## src/rtl/tlm_hdl_if_pkg.sv

```systemverilog
// rtl/tlm_hdl_if_pkg.sv - shared types and helpers for the HDL->HVL TLM arbiter
package tlm_hdl_if_pkg;

  typedef enum logic {
    ARB_IDLE   = 1'b0,
    ARB_LOCKED = 1'b1
  } tlm_arb_state_e;

  // Index width for n entries, never narrower than one bit
  function automatic int clog2_min1(input int n);
    int r;
    r = 1;
    for (int i = 1; i < 31; i++) begin
      if ((1 << i) < n) r = i + 1;
    end
    return r;
  endfunction

endpackage

```

## src/rtl/tlm_rr_pick.sv

```systemverilog
// rtl/tlm_rr_pick.sv - combinational round-robin picker starting at ptr
module tlm_rr_pick
  import tlm_hdl_if_pkg::*;
#(
  parameter int N = 2,
  localparam int IDW = clog2_min1(N)
) (
  input  logic [N-1:0]   req,
  input  logic [IDW-1:0] ptr,
  output logic           gnt_any,
  output logic [IDW-1:0] gnt_idx
);

  logic [2*N-1:0] dbl;
  logic [N-1:0]   rot;
  logic [IDW:0]   off;
  logic [IDW:0]   sum;
  logic           found;

  // Rotate the request vector so ptr sits at bit 0, take the lowest set bit,
  // then map that offset back to an absolute index with a compare-based wrap
  always_comb begin
    dbl   = {req, req};
    rot   = '0;
    off   = '0;
    found = 1'b0;
    for (int i = 0; i < N; i++) begin
      rot[i] = dbl[{1'b0, ptr} + (IDW + 1)'(i)];
    end
    for (int i = 0; i < N; i++) begin
      if (!found && rot[i]) begin
        off   = (IDW + 1)'(i);
        found = 1'b1;
      end
    end
    sum = {1'b0, ptr} + off;
    if (sum >= (IDW + 1)'(N)) sum = sum - (IDW + 1)'(N);
    gnt_any = |req;
    gnt_idx = sum[IDW-1:0];
  end

endmodule

```

## src/rtl/tlm_hdl2hvl_arb.sv

```systemverilog
// rtl/tlm_hdl2hvl_arb.sv - round-robin burst arbiter feeding one HDL->HVL fifo
module tlm_hdl2hvl_arb
  import tlm_hdl_if_pkg::*;
#(
  parameter int Twidth = 32,
  parameter int Nreq = 2,
  localparam int idw = clog2_min1(Nreq)
) (
  input  logic                   clock,
  input  logic                   reset,
  input  logic [Nreq-1:0]        req_valid,
  output logic [Nreq-1:0]        req_ready,
  input  logic [Nreq*Twidth-1:0] req_dat,
  input  logic [Nreq-1:0]        req_last,
  output logic                   out_valid,
  input  logic                   out_ready,
  output logic [Twidth-1:0]      out_dat,
  output logic [idw-1:0]         out_id,
  output logic                   out_last,
  output logic                   busy
);

  tlm_arb_state_e    state_q, state_d;
  logic [idw-1:0]    owner_q, owner_d;
  logic [idw-1:0]    rr_ptr_q, rr_ptr_d;
  logic              out_valid_q, out_valid_d;
  logic [Twidth-1:0] out_dat_q, out_dat_d;
  logic [idw-1:0]    out_id_q, out_id_d;
  logic              out_last_q, out_last_d;

  logic              pick_any;
  logic [idw-1:0]    pick_idx;
  logic              can_load;
  logic              sel_ok;
  logic [idw-1:0]    sel_idx;
  logic [Twidth-1:0] sel_dat;
  logic              sel_last;
  logic              xfer;

  tlm_rr_pick #(.N(Nreq)) u_pick (
    .req     (req_valid),
    .ptr     (rr_ptr_q),
    .gnt_any (pick_any),
    .gnt_idx (pick_idx)
  );

  // Steer ready to the round-robin winner, or to the lock owner mid-burst
  always_comb begin
    can_load  = !out_valid_q || out_ready;
    sel_ok    = (state_q == ARB_LOCKED) ? 1'b1 : pick_any;
    sel_idx   = (state_q == ARB_LOCKED) ? owner_q : pick_idx;
    req_ready = '0;
    if (!reset && sel_ok && can_load) req_ready[sel_idx] = 1'b1;
    xfer      = |(req_valid & req_ready);
    sel_dat   = '0;
    sel_last  = 1'b0;
    for (int i = 0; i < Nreq; i++) begin
      if (sel_idx == idw'(i)) begin
        sel_dat  = req_dat[i*Twidth +: Twidth];
        sel_last = req_last[i];
      end
    end
  end

  // Next-state: burst lock, pointer advance on burst end, output register load/drain
  always_comb begin
    state_d     = state_q;
    owner_d     = owner_q;
    rr_ptr_d    = rr_ptr_q;
    out_valid_d = out_valid_q;
    out_dat_d   = out_dat_q;
    out_id_d    = out_id_q;
    out_last_d  = out_last_q;
    if (xfer) begin
      out_valid_d = 1'b1;
      out_dat_d   = sel_dat;
      out_id_d    = sel_idx;
      out_last_d  = sel_last;
      if (sel_last) begin
        state_d  = ARB_IDLE;
        rr_ptr_d = (sel_idx == idw'(Nreq - 1)) ? '0 : sel_idx + idw'(1);
      end else begin
        state_d = ARB_LOCKED;
        owner_d = sel_idx;
      end
    end else if (out_ready) begin
      out_valid_d = 1'b0;
    end
  end

  // State and output registers, cleared by synchronous reset
  always_ff @(posedge clock) begin
    if (reset) begin
      state_q     <= ARB_IDLE;
      owner_q     <= '0;
      rr_ptr_q    <= '0;
      out_valid_q <= 1'b0;
      out_dat_q   <= '0;
      out_id_q    <= '0;
      out_last_q  <= 1'b0;
    end else begin
      state_q     <= state_d;
      owner_q     <= owner_d;
      rr_ptr_q    <= rr_ptr_d;
      out_valid_q <= out_valid_d;
      out_dat_q   <= out_dat_d;
      out_id_q    <= out_id_d;
      out_last_q  <= out_last_d;
    end
  end

  assign out_valid = out_valid_q;
  assign out_dat   = out_dat_q;
  assign out_id    = out_id_q;
  assign out_last  = out_last_q;
  assign busy      = (state_q == ARB_LOCKED) || out_valid_q;

endmodule

```

## config.mk

```make
export PLATFORM = sky130hd
export DESIGN_NAME = tlm_hdl2hvl_arb
export DESIGN_NICKNAME = d
export VERILOG_FILES = /design/src/rtl/tlm_hdl_if_pkg.sv /design/src/rtl/tlm_rr_pick.sv /design/src/rtl/tlm_hdl2hvl_arb.sv
export SDC_FILE = /design/constraint.sdc
export NUM_CORES = 1
export LEC_CHECK = 0
export CORE_MARGIN = 1
export CORE_UTILIZATION = 25
export CTS_BUF_LIST = sky130_fd_sc_hd__clkbuf_4
export DETAILED_ROUTE_END_ITERATION = 8
export GPL_TIMING_DRIVEN = 0
export PLACE_DENSITY = 0.67
export SLEW_MARGIN = 0
export SYNTH_ARGS = -nofsm -noshare
export SYNTH_HDL_FRONTEND = slang
export SYNTH_SLANG_ARGS = --single-unit
```

## constraint.sdc

```tcl
create_clock -name clock -period 1.5 [get_ports clock]
set_input_delay 0.225 -clock clock [delete_from_list [all_inputs] [get_ports clock]]
set_output_delay 0.225 -clock clock [all_outputs]
set_load 0.02 [all_outputs]
```

After elaboration in Yosys (flattened, before gate mapping)
Index checks and enable logic that the tools add are counted.
Cells by class
  add/sub/neg operators: 4
  order comparisons: 5
  muxes and demuxes: 18
  bitwise logic cells: 2
  reduce and logical (&&, ||, !) cells: 14
Operators by type and width (number)
  32-bit 2-to-1 mux: 1
  1-bit 2-to-1 mux: 14
  1-bit logical AND: 4
  2-bit AND reduction: 2
  2-bit OR reduction: 2
  1-bit zero test: 3
  1-bit by 3-bit less-than comparator with 1-bit output (second input constant): 1
  2-bit by 3-bit less-than comparator with 1-bit output (second input constant): 1
  1-bit by 1-bit adder with 2-bit output: 1
  1-bit by 1-bit adder with 2-bit output (second input constant): 1
  2-bit AND: 1
  1-bit binary-select mux with 2-bit select: 1
  2-bit >= comparator (second input constant): 1
  1-bit logical OR: 2
  1-bit by 2-bit less-than comparator with 1-bit output (second input constant): 1
  2-bit 2-to-1 mux: 1
  2-bit nonzero test: 1
  1-bit adder (second input constant): 1
  1-bit demux with 1-bit select: 1
  1-bit >= comparator (second input constant): 1
  1-bit NOT: 1
  1-bit subtractor (second input constant): 1
Word-level totals
  register bits after elaboration: 38
  input bits: 71

Longest topological paths before layout
Gate-level depths: netlist of the first run.
  word-level depth: 18
  mapped depth: 6

Modules after synthesis
From an unflattened synthesis of the first run, not the netlist that was laid out.
Second synthesis, totals
  cells, all modules: 185
  area total of the unflattened synthesis: 1943.1 um^2
By module, submodules not included
  tlm_hdl2hvl_arb: times used 1, cells an instance 182, area an instance 1921.8 um^2
  tlm_rr_pick: times used 1, cells an instance 3, area an instance 21.3 um^2

Worst setup path after synthesis of the first run
Ideal clock, no wire load.
  path kind: register to register
  start point: reg owner_q
  end point: reg out_dat_q[30] (netlist: out_dat[30])
  library setup time: 0.122 ns
  arrival: 1.425 ns
  required time: 1.378 ns
  slack: -0.047 ns
  cell stages (with the launch flop): 7
  cells stage by stage: dfxtp_1 > mux2i_1 > a2111o_1 > buf_2 > buf_2 > a31oi_1 > a21oi_1
Between the ends
  longest elaborated chain between the ends: 8
RTL lines
  start: declaration: line tlm_hdl2hvl_arb.sv:24  | logic [idw-1:0] owner_q, owner_d;
  start signal: assignment: line tlm_hdl2hvl_arb.sv:103  | owner_q <= owner_d;
  1-bit 2-to-1 mux (*): line tlm_hdl2hvl_arb.sv:51  | sel_idx = (state_q == ARB_LOCKED) ? owner_q : pick_idx;
  1-bit by 2-bit less-than comparator with 1-bit output (not written as such) or 1-bit >= comparator (tied branches): line tlm_hdl2hvl_arb.sv:53  | if (!reset && sel_ok && can_load) req_ready[sel_idx] = 1'b1;
  1-bit logical AND (not written as such): line tlm_hdl2hvl_arb.sv:53
  1-bit 2-to-1 mux (not written as such): line tlm_hdl2hvl_arb.sv:53
  1-bit demux with 1-bit select: line tlm_hdl2hvl_arb.sv:53
  2-bit 2-to-1 mux: line tlm_hdl2hvl_arb.sv:53
  2-bit AND: line tlm_hdl2hvl_arb.sv:54  | xfer = |(req_valid & req_ready);
  2-bit OR reduction: line tlm_hdl2hvl_arb.sv:54
  end signal: assignment: line tlm_hdl2hvl_arb.sv:106  | out_dat_q <= out_dat_d;
  end: declaration: line tlm_hdl2hvl_arb.sv:27  | logic [Twidth-1:0] out_dat_q, out_dat_d;
Every way passes the cells marked *; elsewhere a longest branch is shown, timed or not.
A chain may end at the register's enable or synchronous reset.

Worst setup path after layout of the first run
  start point: reg owner_q
  end point: reg out_dat_q[27] (netlist: out_dat[27])
Same word-level chain as after synthesis.

==> results of run 1 <==
## layout by cell type (no fill, tap or decap), types with 2 or more instances in the layout
master	n
a21oi_1	36
a31oi_1	22
a31oi_2	3
a31oi_4	8
a32o_1	2
buf_2	2
buf_4	9
buf_6	10
buf_8	6
clkbuf_1	3
clkbuf_2	7
clkbuf_4	6
clkdlybuf4s50_1	67
dfxtp_1	35
dfxtp_4	2
dlygate4sd2_1	38
nand2_1	3
nand2b_1	2
nand3_1	2
nand3_2	2
nor2_1	2
o21ai_0	58
o21ai_1	8
## synth_stat cells, types with 3 or more instances
master and n:
buf_2 8, clkbuf_1 13, nand2_1 5, nand2b_1 3, dfxtp_1 38, o21ai_1 6, a21oi_1 38, nand3_1 4
o21ai_0 60, a31oi_1 33, nor2_1 3
## per-layer routing
layer | GRT usage | vias up
met1 | 0.235 | 1121
li1 | - | 1140
met4 | 0.0492 | 0
met5 | 0 | -
met2 | 0.290 | 100
met3 | 0.0462 | 4
## power groups by stage
| stage | Clock (W) | Combinational (W) | Sequential (W) |
|---|---|---|---|
| after detailed placement | 0 | 0.00141 | 0.00123 |
| after global placement | 0 | 0.00139 | 0.00123 |
| final | 0.000559 | 0.00173 | 0.00121 |
| after floorplan | 0 | 0.000620 | 0.00136 |
| after global routing | 0.000617 | 0.00185 | 0.00123 |
| after CTS | 0.000572 | 0.00147 | 0.00121 |
## cell families after synthesis
family | Yosys count | share of synthesized area
AOI/OAI and AO/OA | 148 | 0.463
DFF | 38 | 0.416
buffers and inverters | 28 | 0.0643
and+or+nand+nor | 19 | 0.0513
muxes | 1 | 0.00547
## timing repair
action,in CTS,in global routing
setup buffers,6,4
resized for setup,94,49
hold buffers,0,0
gates cloned,0,1
setup endpoints to repair,76,40
pin swaps,7,10
## stage by stage
stage | instances | setup TNS, ns | cell area [um^2] | total power, W | hold slack [ns]
after floorplan | 234 | 0 | 1850 | 0.00198 | 0.294
after CTS | 452 | -3.46 | 3230 | 0.00325 | 0.367
after detailed placement | 438 | -30.14 | 3050 | 0.00264 | 0.528
after global routing | 457 | -4.66 | 3500 | 0.00370 | 0.390
final | 457 | -2.72 | 3500 | 0.00351 | 0.383
after global placement | 438 | -29.72 | 3050 | 0.00262 | 0.503
## registers in the layout (all words and copies together), names as in the netlist
name and count:
state_q 1, out_valid 1, out_dat 32, out_last 1, out_id 1, owner_q 1
rr_ptr_q 1
## how the worst max path moves through the flow
stage	startpoint	end	slack, ns	cells past startpoint
2_1_floorplan	state_q	req_ready[0]	0.008	4
3_3_place_gp	req_valid[0]	out_last	-0.82	6
3_5_place_dp	req_valid[0]	out_dat[1]	-0.86	6
4_1_cts	owner_q	out_dat[24]	-0.12	6
5_1_grt	owner_q	out_dat[26]	-0.16	6
6_report	owner_q	out_dat[27]	-0.11	6
## worst reg2reg max path: cells and delay by family (launching register included)
family          cells  cell delay, ns
buf+inv             2            0.32
flops               1            0.38
compound gates      3            0.63
mux                 1            0.17
## cell type report
| type | instances | area [um^2] | share of cell area |
|---|---|---|---|
| well taps | 96 | 120 | 0.0343 |
| clock buffers | 6 | 45.0 | 0.0129 |
| multi-input cells | 168 | 1160 | 0.332 |
| plain buffers | 25 | 250 | 0.0716 |
| inverters | 3 | 16.3 | 0.00465 |
| repair buffers | 119 | 1120 | 0.322 |
| clock inverters | 2 | 8.76 | 0.00250 |
| flip-flops and latches | 38 | 769 | 0.220 |
==> flow_summary.rst, run 1 <==
.. list-table::
   :header-rows: 1

   * - Metric
     - Value
   * - Primary FF master, synth
     - dfxtp_1
   * - Placement Setup Slack
     - -0.855 ns
   * - Buffers from clock root to sink, at most
     - 2
   * - Clock power share
     - 0.159
   * - Synth Register Bits
     - 38
   * - I/O pin total
     - 109
   * - Clock tree root driver cell
     - clkbuf_4
   * - Std cell rows
     - 30
   * - Routability cong.
     - ~0.73
   * - Area share of the largest cell type after synthesis
     - 0.416
   * - Max-cap check violation count
     - 0
   * - Sink Count
     - 38
   * - Largest net degree at the start of global routing
     - 12
   * - Wire length on met2
     - 3.34 mm
   * - Total via count in the routed design
     - 2365
   * - Setup slack of the worst register-to-register path
     - -0.11 ns
   * - Number of detailed-route iterations in the first pass
     - 4
   * - Syn. warnings
     - 0
   * - Antenna violations before repair
     - 0
   * - Outcome
     - finished with violations
   * - Die ar.
     - 7670 um^2
   * - All-Layer GR Usage
     - 0.179
   * - Post-Syn Instances
     - 234
   * - Switching power
     - approximately 0.0014 W
   * - Detailed route wirelength on metal3
     - approximately 530 um
   * - Fillers
     - around 680
   * - TritonCTS clock tree
     - yes
   * - Endpoint of the worst hold-timing path
     - out_id
   * - Remaining design rule violation count
     - 0
   * - Areal power density over the cells
     - 1000 nW/um^2
   * - Clk Latency, worst-skew pair
     - 0.34 ns
   * - Switching share of total power
     - 0.395
   * - Routed metal-1 wire length
     - about 3.3 mm
   * - Final setup skew
     - roughly 0.013 ns
   * - Achievable clock frequency
     - around 620 MHz
   * - CTS buffer count
     - 5
   * - Setup Viol. Count Final
     - 34
   * - Worst Setup Start Kind
     - register
   * - Port bufs
     - between 100 and 150
   * - Routed Wire Length
     - 7.22 mm
   * - Worst r2r dst
     - out_dat[27]
   * - CTS HTree Levels
     - 2
   * - Starting utilization of the core area
     - 0.264
   * - Reg clk slew, reported paths
     - 0.12 ns
   * - Count of routing violations after the opening detailed-route iteration
     - ~90
   * - Placeable core region
     - 6940 um^2
   * - Final layout net count
     - between 400 and 500
   * - Post-synth net total
     - between 300 and 400
   * - Number of synthesized flops with an enable pin
     - 0
   * - Seq/Total Area, Yosys
     - 0.416
   * - Maximum single-stage delay on the critical path
     - 0.40 ns
   * - Die boundary height
     - roughly 88 um
   * - Number of cells on the worst reg-to-reg path
     - 6
   * - WHS Path Cells
     - 2
   * - Critical path peak fanout
     - 10
   * - Fin crit period
     - between 1.5 and 2 ns
   * - Part of the total power dissipated in sequential elements
     - 0.346
   * - Global-route wire length before repair
     - 10.8 mm
   * - Average cell area after synthesis
     - between 7 and 8 um^2
   * - Average routed wire per standard cell
     - around 16 um
   * - Setup Crit Path Kind
     - reg -> reg
   * - Failing checks
     - setup timing
   * - Post-detailed-route count of antenna-violating nets
     - 0
   * - Combined buffer and inverter count along the critical path
     - 2
   * - Req. time, crit path
     - 1.73 ns
   * - Sort of element at the end of the critical path
     - register
   * - DP HPWL
     - 4.79 mm
   * - Data arrival time of the worst path
     - 1.84 ns
   * - Path class of the lowest-slack min-delay path
     - in -> reg
   * - P_leak
     - approximately 1.4 nW
   * - Sequence of cells on the critical path
     - mux2i_2 > a2111o_1 > buf_6 > buf_12 > a31oi_1 > a21oi_1
   * - Slew of the pin with the lowest slew margin
     - 0.642 ns
   * - Hold violation count in the final report
     - 0
   * - Post-route clock period utilization
     - 1.07
   * - Max_slew headroom
     - 0.572
   * - Number of pins with negative max-slew slack in the final report
     - 0
   * - Uppermost metal layer occupied by signal nets
     - met4
   * - Antenna Diode Count
     - 0
   * - Worst setup slack after layout
     - -0.111 ns
   * - Crit-path leading delay family
     - compound AO/OA/AOI/OAI gates
   * - Worst flop-to-flop path startpoint
     - owner_q
   * - Fraction of layout instances using a drive strength above 1
     - 0.202
   * - Combinational share of power
     - 0.495
   * - Layout-stage area growth over the synthesis result
     - 91.0%
   * - Library cell contributing the largest single delay on the critical path
     - a2111o_1
   * - Final Util
     - 0.504
   * - Count of distinct cell types in the synthesized netlist
     - 29
   * - Area contributors post-synth
     - dfxtp_1 (42%), o21ai_0 (16%), a31oi_1 (11%)
   * - Proportion of synthesized flip-flops having asynchronous set or reset
     - 0
   * - Internal power component
     - between 0.002 and 0.0025 W
   * - Die width
     - around 88 um
   * - Congestion Overflow GR
     - 0
   * - Worst hold start
     - reset
   * - Number of global-route vias before repair
     - around 2300
   * - Average vias per placed instance
     - about 5.2
   * - Largest area contributor in the synthesized netlist
     - dfxtp_1
   * - Area of the mapped netlist
     - between 1500 and 2000 um^2
   * - Unrepaired setup endpoints after global routing
     - yes
   * - Peak supply drop
     - roughly 450 uV
Power figures use the tool's default switching activity.
==> run 2: changes to the inputs <==
PLACE_DENSITY = default   (was 0.67)
==> run 2 against run 1 <==
  * Sequential power is essentially flat
  * Critical path depth is the same
  * First-iteration DRC count shrank 40%
  * Total power shrank 1.5%
  * Wire length shrank 1.4%
  * The run still ends with setup timing left
  * Utilization shrank 0.85 points
  * Cell count grew 0.44%
==> flow_summary.rst, run 2 (synthesis gave the netlist of run 1 again) <==
.. list-table::
   :header-rows: 1

   * - Metric
     - Value
   * - Fraction of layout instances using a drive strength above 1
     - 0.201 (-0.00111)
   * - Unrepaired setup endpoints after global routing
     - yes
   * - Worst flop-to-flop path startpoint
     - owner_q
   * - Fin crit period
     - 1.68 ns (+0.0674 ns)
   * - Hold violation count in the final report
     - 0 (unchanged)
   * - Commonest cells after routing, fill and taps aside
     - clkdlybuf4s50_1 (67), o21ai_0 (59), dlygate4sd2_1 (38), a21oi_1 (35), dfxtp_1 (35)
   * - Final setup skew
     - 0.0165 ns (+0.00347 ns)
   * - Sink Count
     - 38 (unchanged)
   * - Congestion Overflow GR
     - 0 (unchanged)
   * - Sort of element at the end of the critical path
     - register
   * - Setup Crit Path Kind
     - reg -> reg
   * - Areal power density over the cells
     - 1000 nW/um^2 (+0.20%)
   * - Worst setup slack after layout
     - -0.179 ns (-0.0674 ns)
   * - Number of pins with negative max-slew slack in the final report
     - 0 (unchanged)
   * - Final layout net count
     - 433 (+0.46%)
   * - Failing checks
     - setup timing
   * - CTS HTree Levels
     - 2 (unchanged)
   * - Total via count in the routed design
     - 2311 (-2.3%)
   * - Achievable clock frequency
     - 596 MHz (-4.0%)
   * - Req. time, crit path
     - 1.74 ns (about the same)
   * - Post-route total power
     - 0.00346 W (-1.5%)
   * - Number of detailed-route iterations in the first pass
     - 4 (unchanged)
   * - Std cell rows
     - 30 (unchanged)
   * - Average vias per placed instance
     - 5.03 (-2.7%)
   * - Critical path peak fanout
     - 10 (unchanged)
   * - Port bufs
     - 108 (unchanged)
   * - All-Layer GR Usage
     - 0.186 (+0.00759)
   * - Global-route wire length before repair
     - 11.2 mm (+3.9%)
   * - Number of global-route vias before repair
     - 2348 (+3.7%)
   * - Clk Latency, worst-skew pair
     - 0.35 ns (about the same)
   * - Die boundary height
     - 87.6 um (unchanged)
   * - Antenna Diode Count
     - 0 (unchanged)
   * - Worst Setup Start Kind
     - register
   * - Setup Viol. Count Final
     - 36 (+5.9%)
   * - Remaining design rule violation count
     - 0 (unchanged)
   * - Routed Wire Length
     - 7.12 mm (-1.4%)
   * - Clock tree root driver cell
     - clkbuf_4
   * - Outcome
     - finished with violations
   * - Routability cong.
     - 0.733 (+0.25%)
   * - WHS Path Cells
     - 2 (unchanged)
   * - Starting utilization of the core area
     - 0.264 (unchanged)
   * - Peak supply drop
     - 505 uV (+12%)
   * - Placement Setup Slack
     - -0.812 ns (+0.0430 ns)
   * - Data arrival time of the worst path
     - 1.92 ns (+0.08 ns)
   * - I/O pin total
     - 109 (unchanged)
   * - Setup slack of the worst register-to-register path
     - -0.18 ns (-0.07 ns)
   * - Total negative setup slack
     - -4.64 ns (-1.92 ns)
   * - Reg clk slew, reported paths
     - 0.13 ns (about the same)
   * - Average routed wire per standard cell
     - 15.5 um (-1.9%)
   * - Hold-fix buffers at CTS
     - 0 (unchanged)
   * - DP HPWL
     - 4.66 mm (-2.7%)
   * - Max-cap check violation count
     - 0 (unchanged)
   * - P_leak
     - 1.38 nW (-1.3%)
   * - Antenna violations before repair
     - 0 (unchanged)
   * - Min Hold Slack
     - 0.358 ns (-0.0256 ns)
   * - CTS buffer count
     - 5 (unchanged)
   * - Max_slew headroom
     - 0.573 (+0.00133)
   * - Layout-stage area growth over the synthesis result
     - 87.8%
   * - Die width
     - 87.6 um (unchanged)
   * - TritonCTS clock tree
     - yes
   * - Placeable core region
     - 6940 um^2 (unchanged)
   * - Max reg flops
     - 32 (unchanged)
   * - Largest net degree at the start of global routing
     - 12 (unchanged)
   * - Number of cells on the worst reg-to-reg path
     - 6 (unchanged)
   * - Worst r2r dst
     - out_dat[17]
   * - Slew of the pin with the lowest slew margin
     - 0.640 ns (-0.00200 ns)
   * - Post-detailed-route count of antenna-violating nets
     - 0 (unchanged)
   * - Buffers from clock root to sink, at most
     - 2 (unchanged)
   * - Count of routing violations after the opening detailed-route iteration
     - 55 (-40%)
   * - Post-route clock period utilization
     - 1.12 (+0.0449)
   * - Leading cell type in the layout, fill and taps excluded
     - clkdlybuf4s50_1
   * - Endpoint of the worst hold-timing path
     - out_id
   * - Worst hold start
     - reset
   * - Die ar.
     - 7670 um^2 (unchanged)
   * - Path class of the lowest-slack min-delay path
     - in -> reg
-- run 2: repair_timing --
| action | CTS | global route |
|---|---|---|
| setup endpoints to repair | 76 | 40 |
| buffers inserted | 3 | 11 |
| gates resized for setup | 78 | 47 |
| pin swaps | 1 | 6 |
-- run 2: how the worst max path moves through the flow --
stage / endpoint / startpoint / slack (ns) / cells after the start
finish: out_dat[17] / owner_q / -0.18 / 6
global route: out_dat[13] / owner_q / -0.21 / 6
CTS: req_ready[0] / owner_q / -0.14 / 5
detailed placement: out_dat[28] / req_valid[0] / -0.81 / 6
global placement: out_dat[27] / req_valid[0] / -0.83 / 6
floorplan: req_ready[0] / state_q / 0.008 / 4
-- run 2: worst max-delay path, stage by stage, from the launching register on --
cell      delay [ns]
dfxtp_4         0.39
mux2i_2         0.17
a2111o_1        0.46
buf_6           0.15
buf_6           0.15
a31oi_1         0.16
a21oi_1         0.09
-- run 2: routing by layer --
metal	share of wire	global-route usage
met1	0.46	0.248
met2	0.46	0.296
met3	0.066	0.0509
met4	0.012	0.0537
met5	0	0
-- run 2: per-stage QoR --
| stage | cells | area, um^2 | util |
|---|---|---|---|
| final | 459 | 3440 | 0.495 |
| after global routing | 459 | 3440 | 0.495 |
| after CTS | 448 | 3140 | 0.452 |
| after detailed placement | 438 | 3050 | 0.439 |
| after global placement | 438 | 3050 | 0.439 |
| after floorplan | 234 | 1850 | - |
-- run 2: cell type report --
cell class                 count  area, um^2
clock inverter                 2        8.76
sequential                    38         769
buffer                        24         193
timing repair buffer         122        1150
inverter                       3        16.3
multi-input combinational    168        1140
fill                         684        3510
clock buffer                   6        45.0
tap                           96         120
-- run 2: report_power, final --
| group | switching (W) | total [W] | internal [W] |
|---|---|---|---|
| sequential | 0.0000729 | 0.00121 | 0.00114 |
| clock | 0.000365 | 0.000560 | 0.000195 |
| combinational | 0.000924 | 0.00168 | 0.000758 |
